<file path="src/rtl/interposer_pkg.sv">
// rtl/interposer_pkg.sv - shared interposer bus constants and node queue state type
package interposer_pkg;

   localparam int NODE_COUNT = 8;
   localparam int DEST_WIDTH = $clog2(NODE_COUNT);

   // Request slice layout is {on, dest}; the on bit sits just above dest.
   localparam int REQ_ON_BIT = DEST_WIDTH;

   // Control slice order from the arbiter is {tx, rx, bp}.
   localparam int CTRL_TX_BIT = 2;
   localparam int CTRL_RX_BIT = 1;
   localparam int CTRL_BP_BIT = 0;

   typedef enum logic [2:0] {
      ST_IDLE,
      ST_CHECK,
      ST_REQ,
      ST_SEND,
      ST_HOLD
   } node_state_e;

endpackage

</file>
<file path="src/rtl/sync_fifo.sv">
// rtl/sync_fifo.sv - circular synchronous FIFO with head-of-queue read
module sync_fifo
   import interposer_pkg::*;
#(
   parameter int DEPTH = 4,
   parameter int WIDTH = 35
) (
   input  logic                     clk,
   input  logic                     reset,
   input  logic                     push,
   input  logic [WIDTH-1:0]         wdata,
   input  logic                     pop,
   output logic [WIDTH-1:0]         head,
   output logic [$clog2(DEPTH):0]   count,
   output logic                     full,
   output logic                     empty
);

   localparam int AW = $clog2(DEPTH);
   localparam int CW = AW + 1;
   localparam logic [CW-1:0] FULL_COUNT = CW'(DEPTH);

   logic [WIDTH-1:0] mem [DEPTH];
   logic [AW-1:0]    rd_ptr;
   logic [AW-1:0]    wr_ptr;
   logic             do_push;
   logic             do_pop;

   // A full FIFO refuses pushes even when a pop lands in the same cycle.
   assign full    = (count == FULL_COUNT);
   assign empty   = (count == '0);
   assign do_push = push & ~full;
   assign do_pop  = pop & ~empty;
   assign head    = mem[rd_ptr];

   // Storage write; contents need no reset because count gates visibility.
   always_ff @(posedge clk) begin
      if (do_push) begin
         mem[wr_ptr] <= wdata;
      end
   end

   // Pointers wrap naturally since DEPTH is a power of two.
   always_ff @(posedge clk) begin
      if (reset) begin
         rd_ptr <= '0;
         wr_ptr <= '0;
         count  <= '0;
      end else begin
         if (do_push) begin
            wr_ptr <= wr_ptr + 1'b1;
         end
         if (do_pop) begin
            rd_ptr <= rd_ptr + 1'b1;
         end
         case ({do_push, do_pop})
            2'b10:   count <= count + 1'b1;
            2'b01:   count <= count - 1'b1;
            default: count <= count;
         endcase
      end
   end

endmodule

</file>
<file path="src/rtl/node_request_queue.sv">
// rtl/node_request_queue.sv - per-node transmit queue, arbiter request and bus tx/rx front end
module node_request_queue
   import interposer_pkg::*;
#(
   parameter int NODE_ID    = 0,
   parameter int DEPTH      = 4,
   parameter int DATA_WIDTH = 32,
   parameter int DEST_WIDTH = interposer_pkg::DEST_WIDTH,
   parameter int CNT_WIDTH  = 8
) (
   input  logic                   clk,
   input  logic                   reset,
   input  logic                   enq_valid,
   output logic                   enq_ready,
   input  logic [DEST_WIDTH-1:0]  enq_dest,
   input  logic [DATA_WIDTH-1:0]  enq_data,
   output logic [DEST_WIDTH:0]    request,
   input  logic                   ctrl_tx,
   input  logic                   ctrl_rx,
   input  logic                   ctrl_bp,
   input  logic [DATA_WIDTH-1:0]  bus_in,
   output logic [DATA_WIDTH-1:0]  tx_data,
   output logic                   tx_valid,
   output logic [DATA_WIDTH-1:0]  rx_data,
   output logic                   rx_valid,
   output logic                   drop_err,
   output logic                   spurious_err,
   output logic [CNT_WIDTH-1:0]   max_wait
);

   localparam int FW = DEST_WIDTH + DATA_WIDTH;
   localparam int CW = $clog2(DEPTH) + 1;
   localparam logic [DEST_WIDTH-1:0] SELF_DEST = DEST_WIDTH'(NODE_ID);

   node_state_e             state;
   node_state_e             next_state;
   logic [FW-1:0]           head;
   logic [DEST_WIDTH-1:0]   head_dest;
   logic [DATA_WIDTH-1:0]   head_data;
   logic [CW-1:0]           fifo_count;
   logic                    fifo_full;
   logic                    fifo_empty;
   logic                    push;
   logic                    pop;
   logic                    grant;
   logic [CNT_WIDTH-1:0]    wait_cnt;
   logic [1:0]              unused_bits;

   // Bypass is handled outside this block; the empty flag is redundant with count.
   assign unused_bits = {ctrl_bp, fifo_empty};

   assign enq_ready = ~fifo_full;
   assign push      = enq_valid & enq_ready;
   assign head_dest = head[FW-1:DATA_WIDTH];
   assign head_data = head[DATA_WIDTH-1:0];
   assign grant     = (state == ST_REQ) & ctrl_tx;

   sync_fifo #(
      .DEPTH (DEPTH),
      .WIDTH (FW)
   ) u_fifo (
      .clk   (clk),
      .reset (reset),
      .push  (push),
      .wdata ({enq_dest, enq_data}),
      .pop   (pop),
      .head  (head),
      .count (fifo_count),
      .full  (fifo_full),
      .empty (fifo_empty)
   );

   // State register.
   always_ff @(posedge clk) begin
      if (reset) begin
         state <= ST_IDLE;
      end else begin
         state <= next_state;
      end
   end

   // Next state, FIFO pop and the request slice; request is only live in REQ.
   always_comb begin
      next_state = state;
      pop        = 1'b0;
      request    = '0;
      unique case (state)
         ST_IDLE: begin
            if (fifo_count != '0) begin
               next_state = ST_CHECK;
            end
         end
         ST_CHECK: begin
            if (head_dest == SELF_DEST) begin
               pop        = 1'b1;
               next_state = ST_IDLE;
            end else begin
               next_state = ST_REQ;
            end
         end
         ST_REQ: begin
            request = {1'b1, head_dest};
            if (ctrl_tx) begin
               next_state = ST_SEND;
            end
         end
         ST_SEND: begin
            pop        = 1'b1;
            next_state = ST_HOLD;
         end
         ST_HOLD: begin
            next_state = ST_IDLE;
         end
         default: begin
            next_state = ST_IDLE;
         end
      endcase
   end

   // Registered tx word and event pulses; tx is valid exactly during SEND.
   always_ff @(posedge clk) begin
      if (reset) begin
         tx_valid     <= 1'b0;
         tx_data      <= '0;
         drop_err     <= 1'b0;
         spurious_err <= 1'b0;
      end else begin
         tx_valid     <= grant;
         tx_data      <= grant ? head_data : '0;
         drop_err     <= (state == ST_CHECK) && (head_dest == SELF_DEST);
         spurious_err <= ctrl_tx && (state != ST_REQ);
      end
   end

   // Receive capture runs independently of the transmit FSM.
   always_ff @(posedge clk) begin
      if (reset) begin
         rx_valid <= 1'b0;
         rx_data  <= '0;
      end else begin
         rx_valid <= ctrl_rx;
         if (ctrl_rx) begin
            rx_data <= bus_in;
         end
      end
   end

   // Grant-wait statistic: counts REQ cycles before the grant, saturating.
   always_ff @(posedge clk) begin
      if (reset) begin
         wait_cnt <= '0;
         max_wait <= '0;
      end else begin
         if (state == ST_CHECK) begin
            wait_cnt <= '0;
         end else if ((state == ST_REQ) && (wait_cnt != '1)) begin
            wait_cnt <= wait_cnt + 1'b1;
         end
         if (grant && (wait_cnt > max_wait)) begin
            max_wait <= wait_cnt;
         end
      end
   end

endmodule

</file>
<file path="config.mk">
export PLATFORM = sky130hd
export DESIGN_NAME = node_request_queue
export DESIGN_NICKNAME = d
export VERILOG_FILES = /design/src/rtl/interposer_pkg.sv /design/src/rtl/sync_fifo.sv /design/src/rtl/node_request_queue.sv
export SDC_FILE = /design/constraint.sdc
export NUM_CORES = 1
export LEC_CHECK = 0
export ABC_AREA = 0
export CAP_MARGIN = 20
export CORE_UTILIZATION = 35
export DETAILED_ROUTE_END_ITERATION = 10
export HOLD_SLACK_MARGIN = 0.02
export PLACE_DENSITY = 0.65
export SYNTH_ARGS = -nofsm -noshare
export SYNTH_HDL_FRONTEND = slang
export SYNTH_SLANG_ARGS = --single-unit
</file>
<file path="constraint.sdc">
create_clock -name clk -period 2.5 [get_ports clk]
set_input_delay 0.375 -clock clk [delete_from_list [all_inputs] [get_ports clk]]
set_output_delay 0.375 -clock clk [all_outputs]
set_load 0.03 [all_outputs]
</file>
==> summary.md, run 1 <==
| Metric | Value |
|---|---|
| Clock power share | `0.412` |
| Worst slew margin | `0.386` |
| Fin util | `0.473` |
| Final Skew | `9.08 ps` |
| Sink Count | `236` |
| DR WL/cell | `16.0 microns` |
| Pwr Density | `about 750 mW/mm^2` |
| Fillcell total | `2073` |
| Initial Util | `0.357` |
| H-tree Lvls | `1` |
| Ordered cell list for the critical path | `mux4_2, o31a_1, nor2_1, ha_2, inv_1, fa_2, xor2_1, or3_1, a21oi_1` |
| Num ports | `about 150` |
| Post-Syn Instances | `540` |
| Fmax achieved | `386 MHz` |
| Sequential Power Share | `0.502` |
| Fraction of layout cells with a size suffix above 1 | `0.149` |
| Synth Register Bits | `236` |
| Max-slew violation count | `0` |
| Failing checks | `setup timing` |
| Period Utilization, post-route | `1.04` |
| Remaining global-route overflow | `0` |
| Area of the multi-input gates | `0.00240 sq mm` |
| Core Box Area | `0.0243 sq mm` |
| Placer Congestion | `0.786` |
| Status | `finished with violations` |
| Min Tclk post-route | `2590 ps` |
| ANT nets after route | `0` |
| DR DRC count | `0` |
| Hold_buf cts | `0` |
| Critical path's slowest cell | `mux4_2` |
| Leakage | `4.01 nW` |
| Die Y | `around 160 microns` |
| CP Launch Type | `register` |
| Comb power frac | `0.086` |
| CTS Buf Count | `25` |
| Vias in the first global route | `5236` |
| Pre-antenna DRT Iters | `5` |
| Register area | `0.00613 sq mm` |
| Most used flip-flop cell after synthesis | `edfxtp_1` |
| Unrepaired setup endpoints after global routing | `yes` |
| Syn avg cell area | `16.1 sq um` |
| Req. time, crit path | `approximately 2900 ps` |
| Maximum vdd drop | `~0.47 mV` |
| CP max FO | `5` |
| Worst hold path class | `in -> reg` |
| Hold path start | `reset` |
| Post-detailed-route via-to-cell ratio | `around 4.7` |
| Class of the most critical setup path | `reg -> reg` |
| Root Driver | `clkbuf_16` |
| TNS Setup | `-88.5 ps` |
| Worst Tran Pin Value | `922 ps` |
| Net Count, Synth | `~630` |
| First DRT Iteration DRCs | `247` |
| # port buffers | `152` |
| First-pass GRT wire length | `27.4 mm` |
| Worst reg2reg endpoint | `u_fifo.count[2]$_SDFFE_PP0P_` |
| Clock slew at reported path FFs | `~60 ps` |
| Worst Hold Path EP | `u_fifo.wr_ptr[0]$_SDFFE_PP0P_` |
| Pin count of the biggest net entering global routing | `51` |
| Worst hold path depth | `2` |
| Antenna violations before repair | `1` |
| Sw frac | `0.216` |
| Synthesized area | `0.00869 sq mm` |
| Global Route Usage Sum | `0.135` |
| Crit path buffers/inverters | `1` |
| Worst-Skew Late Latency | `510 ps` |
| Switch Pwr | `1.88 mW` |
| MaxCap Viol Count | `0` |
| Fin nets | `approximately 800` |
| Final setup fails | `1` |
| Top cell family by delay on the critical path | `multiplexers` |
| Synth cell types | `41` |
| Reg2reg path depth | `9` |
| Arrival time worst endpoint | `3020 ps` |
| Post-Route WL | `roughly 17 mm` |
| DIE WIDTH | `160 microns` |
| Asr flop ratio synth | `0` |
| # rows | `57` |
| Hpwl dp | `10.7 mm` |
| Clock buffer depth | `3` |
| Share of the yosys chip area belonging to registers | `0.705` |
| DR vias | `4916` |
| TritonCTS clock tree | `done` |
| Crit end category | `register` |
| Critical Path Max Stage Delay | `520 ps` |
| Pint | `6.80 mW` |
| Setup slack after layout | `-88.5 ps` |
| EDFF count, synth | `140` |
| Die footprint | `about 0.025 sq mm` |
| FF-to-FF setup slack | `-90 ps` |
| Hold Vio Cnt, Final | `0` |
| YS warnings | `0` |
| Area grow syn2layout | `32.5%` |
-- stage by stage --
stage                     instances  power (mW)  area [sq um]  worst slack (ps)  hold slack, ps
after global routing           1055        9.04         11500              -163             199
after global placement         1009        5.17         10700             -34.1             468
after detailed placement       1009        5.20         10700              -107             483
after floorplan                 540        4.84          8690             -63.7             455
final                          1056        8.68         11500             -88.5             217
after CTS                      1054        8.81         11500              -109             195
-- layout make-up --
type,count,share of cell area
Sequential cell,236,0.533
Multi-Input combinational cell,261,0.209
Timing Repair Buffer,170,0.148
Clock buffer,27,0.0550
Tap cell,324,0.0352
Clock inverter,18,0.0146
Inverter,19,0.00620
Antenna cell,1,0.000217
-- routing by layer --
metal	routed length (microns)	GRT usage
met1	7250	0.171
met2	8160	0.227
met3	1180	0.0378
met4	324	0.0376
met5	0	0
-- sequential cells by signal, indices dropped and copies added (netlist names), 2 cells and up, named ones only --
register / flops
u_fifo.mem: 140
tx_data: 32
u_fifo.rd_ptr: 2
wait_cnt: 8
u_fifo.wr_ptr: 2
max_wait: 8
u_fifo.count: 3
state: 3
rx_data: 32
-- power groups by stage --
stage	clock network, mW	logic (mW)	registers, mW
2_1_floorplan	0	0.312	4.52
3_3_place_gp	0	0.740	4.43
3_5_place_dp	0	0.757	4.45
4_1_cts	3.69	0.760	4.36
5_1_grt	3.85	0.809	4.38
6_report	3.57	0.747	4.36
-- cell usage in the layout, fill, tap and decap left out, types with 4 or more instances in the layout --
cell type and n:
clkdlybuf4s50_1 146, dfxtp_1 94, nand2_1 5, and3_2 4, clkinv_2 8, buf_12 5, clkbuf_16 25, mux4_2 35
mux2i_1 42, nor2b_1 33, nor2_1 48, clkinv_1 4, ha_1 13, xor2_1 7, and2_1 7, inv_1 19
edfxtp_1 140, nand2b_1 16, a21oi_1 6, buf_4 17
-- worst register-to-register path: stages, from the launching register on --
cell	delay [ps]
dfxtp_4	380
mux4_2	520
o31a_1	320
nor2_1	110
ha_2	180
inv_1	50
fa_2	330
xor2_1	160
or3_1	320
a21oi_1	130
-- how the worst max path moves through the flow --
stage	startpoint	end	cells past startpoint
CTS	register	u_fifo.count[2]$_SDFFE_PP0P_	9
floorplan	register	u_fifo.count[2]$_SDFFE_PP0P_	10
finish	register	u_fifo.count[2]$_SDFFE_PP0P_	9
global route	register	u_fifo.count[2]$_SDFFE_PP0P_	9
detailed placement	register	u_fifo.count[2]$_SDFFE_PP0P_	9
global placement	register	u_fifo.count[2]$_SDFFE_PP0P_	9
-- cell families after synthesis --
family | share of synthesized area
flip-flops | 0.705
AND/OR/NAND/NOR | 0.0825
AO/OA/AOI/OAI | 0.0206
adder cells (fa/ha/maj) | 0.0225
XOR/XNOR | 0.00907
buffers and inverters | 0.0199
multiplexers | 0.140
-- synth_stat cells (2+ instances only) --
library cell  count  area share
a2111oi_0         2      0.0020
a21o_1            3      0.0026
a21oi_1           6      0.0035
and2_1            7      0.0050
and3_1            7      0.0050
and4_1            2      0.0020
buf_1             5      0.0022
buf_2             3      0.0017
clkbuf_1         15      0.0065
dfxtp_1          96        0.22
edfxtp_1        140        0.48
ha_1             14       0.020
inv_1            19      0.0082
mux2i_1          42       0.048
mux4_2           35       0.091
nand2_1           5      0.0022
nand2b_1         16       0.012
nand3_1           2      0.0012
nand4_1           3      0.0022
nor2_1           48       0.021
nor2b_1          33       0.024
nor3_1            2      0.0012
nor3b_1           2      0.0017
o2111ai_1         3      0.0030
o211ai_1          3      0.0026
o21ai_0           3      0.0017
or3_1             3      0.0022
xnor2_1           2      0.0020
xor2_1            7      0.0071
-- timing repair --
item                                   CTS  global route
setup endpoints to repair                1             1
endpoints found under the hold margin    0             0
pin swaps                                0             0
resized for setup                        1             0
setup buffers                            0             1
Note: power is estimated with default switching activity, not from simulation.
==> run 2, diff against run 1 <==
Settings changed: RECOVER_POWER set to 50, SKIP_LAST_GASP set to 1.
==> run 2 against run 1 <==
  * The run ends with capacitance limit, slew limit, setup timing left
  * Critical path depth unchanged
  * Global-route usage did not move
  * Register-to-register slack about the same
  * Wire length is essentially flat
==> summary.md, run 2 (same netlist as run 1, synthesis figures left out) <==
| Metric | Value |
|---|---|
| Status | `finished with violations` |
| Failing checks | `capacitance limit, slew limit, setup timing` |
| DR WL/cell | `15.9 microns (-0.45%)` |
| Reg2reg path depth | `9 (unchanged)` |
| Worst-Skew Late Latency | `510 ps (about the same)` |
| Core Box Area | `0.0243 sq mm (unchanged)` |
| Post-detailed-route via-to-cell ratio | `4.65 (-0.17%)` |
| TNS Setup | `-89.1 ps (-0.594 ps)` |
| Vias in the first global route | `5236 (unchanged)` |
| DR vias | `4931 (+0.31%)` |
| Commonest non-fill, non-tap cells in the layout | `edfxtp_1 (140), clkdlybuf4s50_1 (111), dfxtp_1 (94)` |
| Worst reg2reg endpoint | `u_fifo.count[2]$_SDFFE_PP0P_` |
| Placed insts | `1009 (unchanged)` |
| CP max FO | `5 (unchanged)` |
| CP Launch Type | `register` |
| Remaining global-route overflow | `0 (unchanged)` |
| Area grow syn2layout | `31.9%` |
| Min Tclk post-route | `2590 ps (+0.594 ps)` |
| # port buffers | `152 (unchanged)` |
| ANT nets after route | `0 (unchanged)` |
| Pin count of the biggest net entering global routing | `51 (unchanged)` |
| Final Skew | `8.86 ps (-0.215 ps)` |
| Fillcell total | `2079 (+0.29%)` |
| Hold path start | `reset` |
| Crit end category | `register` |
| H-tree Lvls | `1 (unchanged)` |
| TritonCTS clock tree | `done` |
| Clock buffer depth | `3 (unchanged)` |
| Clock slew at reported path FFs | `60 ps (about the same)` |
| First-pass GRT wire length | `27.4 mm (unchanged)` |
| Fin nets | `801 (unchanged)` |
| Worst hold path class | `in -> reg` |
| CTS Buf Count | `25 (unchanged)` |
| Period Utilization, post-route | `1.04 (about the same)` |
| Max reg flops | `140 (unchanged)` |
| Setup slack after layout | `-89.1 ps (-0.594 ps)` |
| Critical Path Max Stage Delay | `520 ps (about the same)` |
| MaxCap Viol Count | `1 (+1)` |
| Most common cell after layout, fill and taps aside | `edfxtp_1` |
| DIE WIDTH | `160 microns (unchanged)` |
| Worst Tran Pin Value | `2210 ps (+1290 ps)` |
| Max-slew violation count | `34 (+34)` |
| Regs by FF count | `u_fifo.mem (140), rx_data (32), tx_data (32)` |
| Final Non-Filler Cells | `1061 (+0.47%)` |
| Num ports | `154 (unchanged)` |
| DR DRC count | `0 (unchanged)` |
| Sink Count | `236 (unchanged)` |
| Pre-antenna DRT Iters | `5 (unchanged)` |
| Ordered cell list for the critical path | `mux4_2, o31a_1, nor2_1, ha_2, inv_1, fa_2, xor2_1, or3_1, a21oi_1` |
| Die footprint | `0.0255 sq mm (unchanged)` |
| Req. time, crit path | `2930 ps (about the same)` |
| Fraction of layout cells with a size suffix above 1 | `0.146 (-0.00274)` |
| Post-Route WL | `16.9 mm (about the same)` |
| FF-to-FF setup slack | `-90 ps (about the same)` |
| Critical path's slowest cell | `mux4_2` |
| Biggest register | `u_fifo.mem` |
| Final total power | `8.66 mW (-0.25%)` |
| Hpwl dp | `10.7 mm (unchanged)` |
| Unrepaired setup endpoints after global routing | `yes` |
| Root Driver | `clkbuf_16` |
| Hold Vio Cnt, Final | `0 (unchanged)` |
| Global Route Usage Sum | `0.135 (unchanged)` |
| Fmax achieved | `386 MHz (about the same)` |
| Worst hold path depth | `2 (unchanged)` |
| Class of the most critical setup path | `reg -> reg` |
| Placer Congestion | `0.786 (unchanged)` |
| Initial Util | `0.357 (unchanged)` |
| Maximum vdd drop | `0.471 mV (-0.22%)` |
| Pwr Density | `756 mW/mm^2 (+0.21%)` |
| Leakage | `3.99 nW (-0.33%)` |
| Die Y | `160 microns (unchanged)` |
| Antenna violations before repair | `7 (+6)` |
| # rows | `57 (unchanged)` |
| First DRT Iteration DRCs | `249 (+0.81%)` |
| Arrival time worst endpoint | `3020 ps (about the same)` |
| Worst slew margin | `-0.475 (-0.861)` |
| Hold_buf cts | `0 (unchanged)` |
| Worst Hold Path EP | `u_fifo.wr_ptr[0]$_SDFFE_PP0P_` |
| Final setup fails | `1 (unchanged)` |
## run 2: cell count changes in the layout (fill, tap and decap cells not counted), moves of 2 or more
| cell | before | now |
|---|---|---|
| clkbuf_2 | 0 | 4 |
| clkbuf_1 | 2 | 4 |
| dlygate4sd3_1 | 0 | 35 |
| diode_2 | 1 | 6 |
| clkdlybuf4s50_1 | 146 | 111 |
| buf_12 | 5 | 1 |
## run 2: timing repair
action / 4_1_cts / 5_1_grt
gates resized for setup: 1 / 0
endpoints found under the setup margin: 1 / 1
setup buffers: 0 / 1
## run 2: worst max-delay path by stage
stage,from,end,slack [ps],cells after the start
after global placement,register,u_fifo.count[2]$_SDFFE_PP0P_,-30,9
after CTS,register,u_fifo.count[2]$_SDFFE_PP0P_,-110,9
after global routing,register,u_fifo.count[2]$_SDFFE_PP0P_,-160,9
after floorplan,register,u_fifo.count[2]$_SDFFE_PP0P_,-60,10
final,register,u_fifo.count[2]$_SDFFE_PP0P_,-90,9
after detailed placement,register,u_fifo.count[2]$_SDFFE_PP0P_,-110,9
## run 2: cell type report
class                   instances  area, sq um  share of cell area
diodes                          6         15.0             0.00131
inverters                      19         71.3             0.00622
repair buffers                170         1630               0.143
clock buffers                  27          633              0.0553
clock inverters                18          168              0.0146
multi-input cells             261         2400               0.209
flip-flops and latches        236         6130               0.535
well taps                     324          405              0.0354
## run 2: through the flow
step	hold slack, ps	worst slack [ps]	util	area, sq um
6_report	217	-89.1	0.471	11500
5_1_grt	199	-163	0.471	11400
4_1_cts	195	-109	0.473	11500
3_5_place_dp	483	-107	0.440	10700
3_3_place_gp	468	-34.1	0.440	10700
2_1_floorplan	455	-63.7	-	8690
## run 2: layer usage
metal	vias up	track usage	part of all wire
met3	25	0.0378	0.066
met2	139	0.227	0.48
met1	2412	0.171	0.43
li1	2353	-	-
met4	2	0.0376	0.020
met5	-	0	0.00071
## run 2: worst max-delay path, delay by kind of cell (launching register included)
kind,cells,cell delay [ps]
mux,1,520
fa+ha+maj,2,510
compound gates,2,460
simple gates,2,430
flops,1,380
xor+xnor,1,160
buf+inv,1,50
## run 2: where the power goes
group	leakage [nW]	switching, mW	internal, mW	total (mW)
Combinational	1.53	0.375	0.346	0.721
Clock	0.391	1.44	2.13	3.58
Sequential	2.07	0.0616	4.30	4.37
Total	3.99	1.88	6.78	8.66
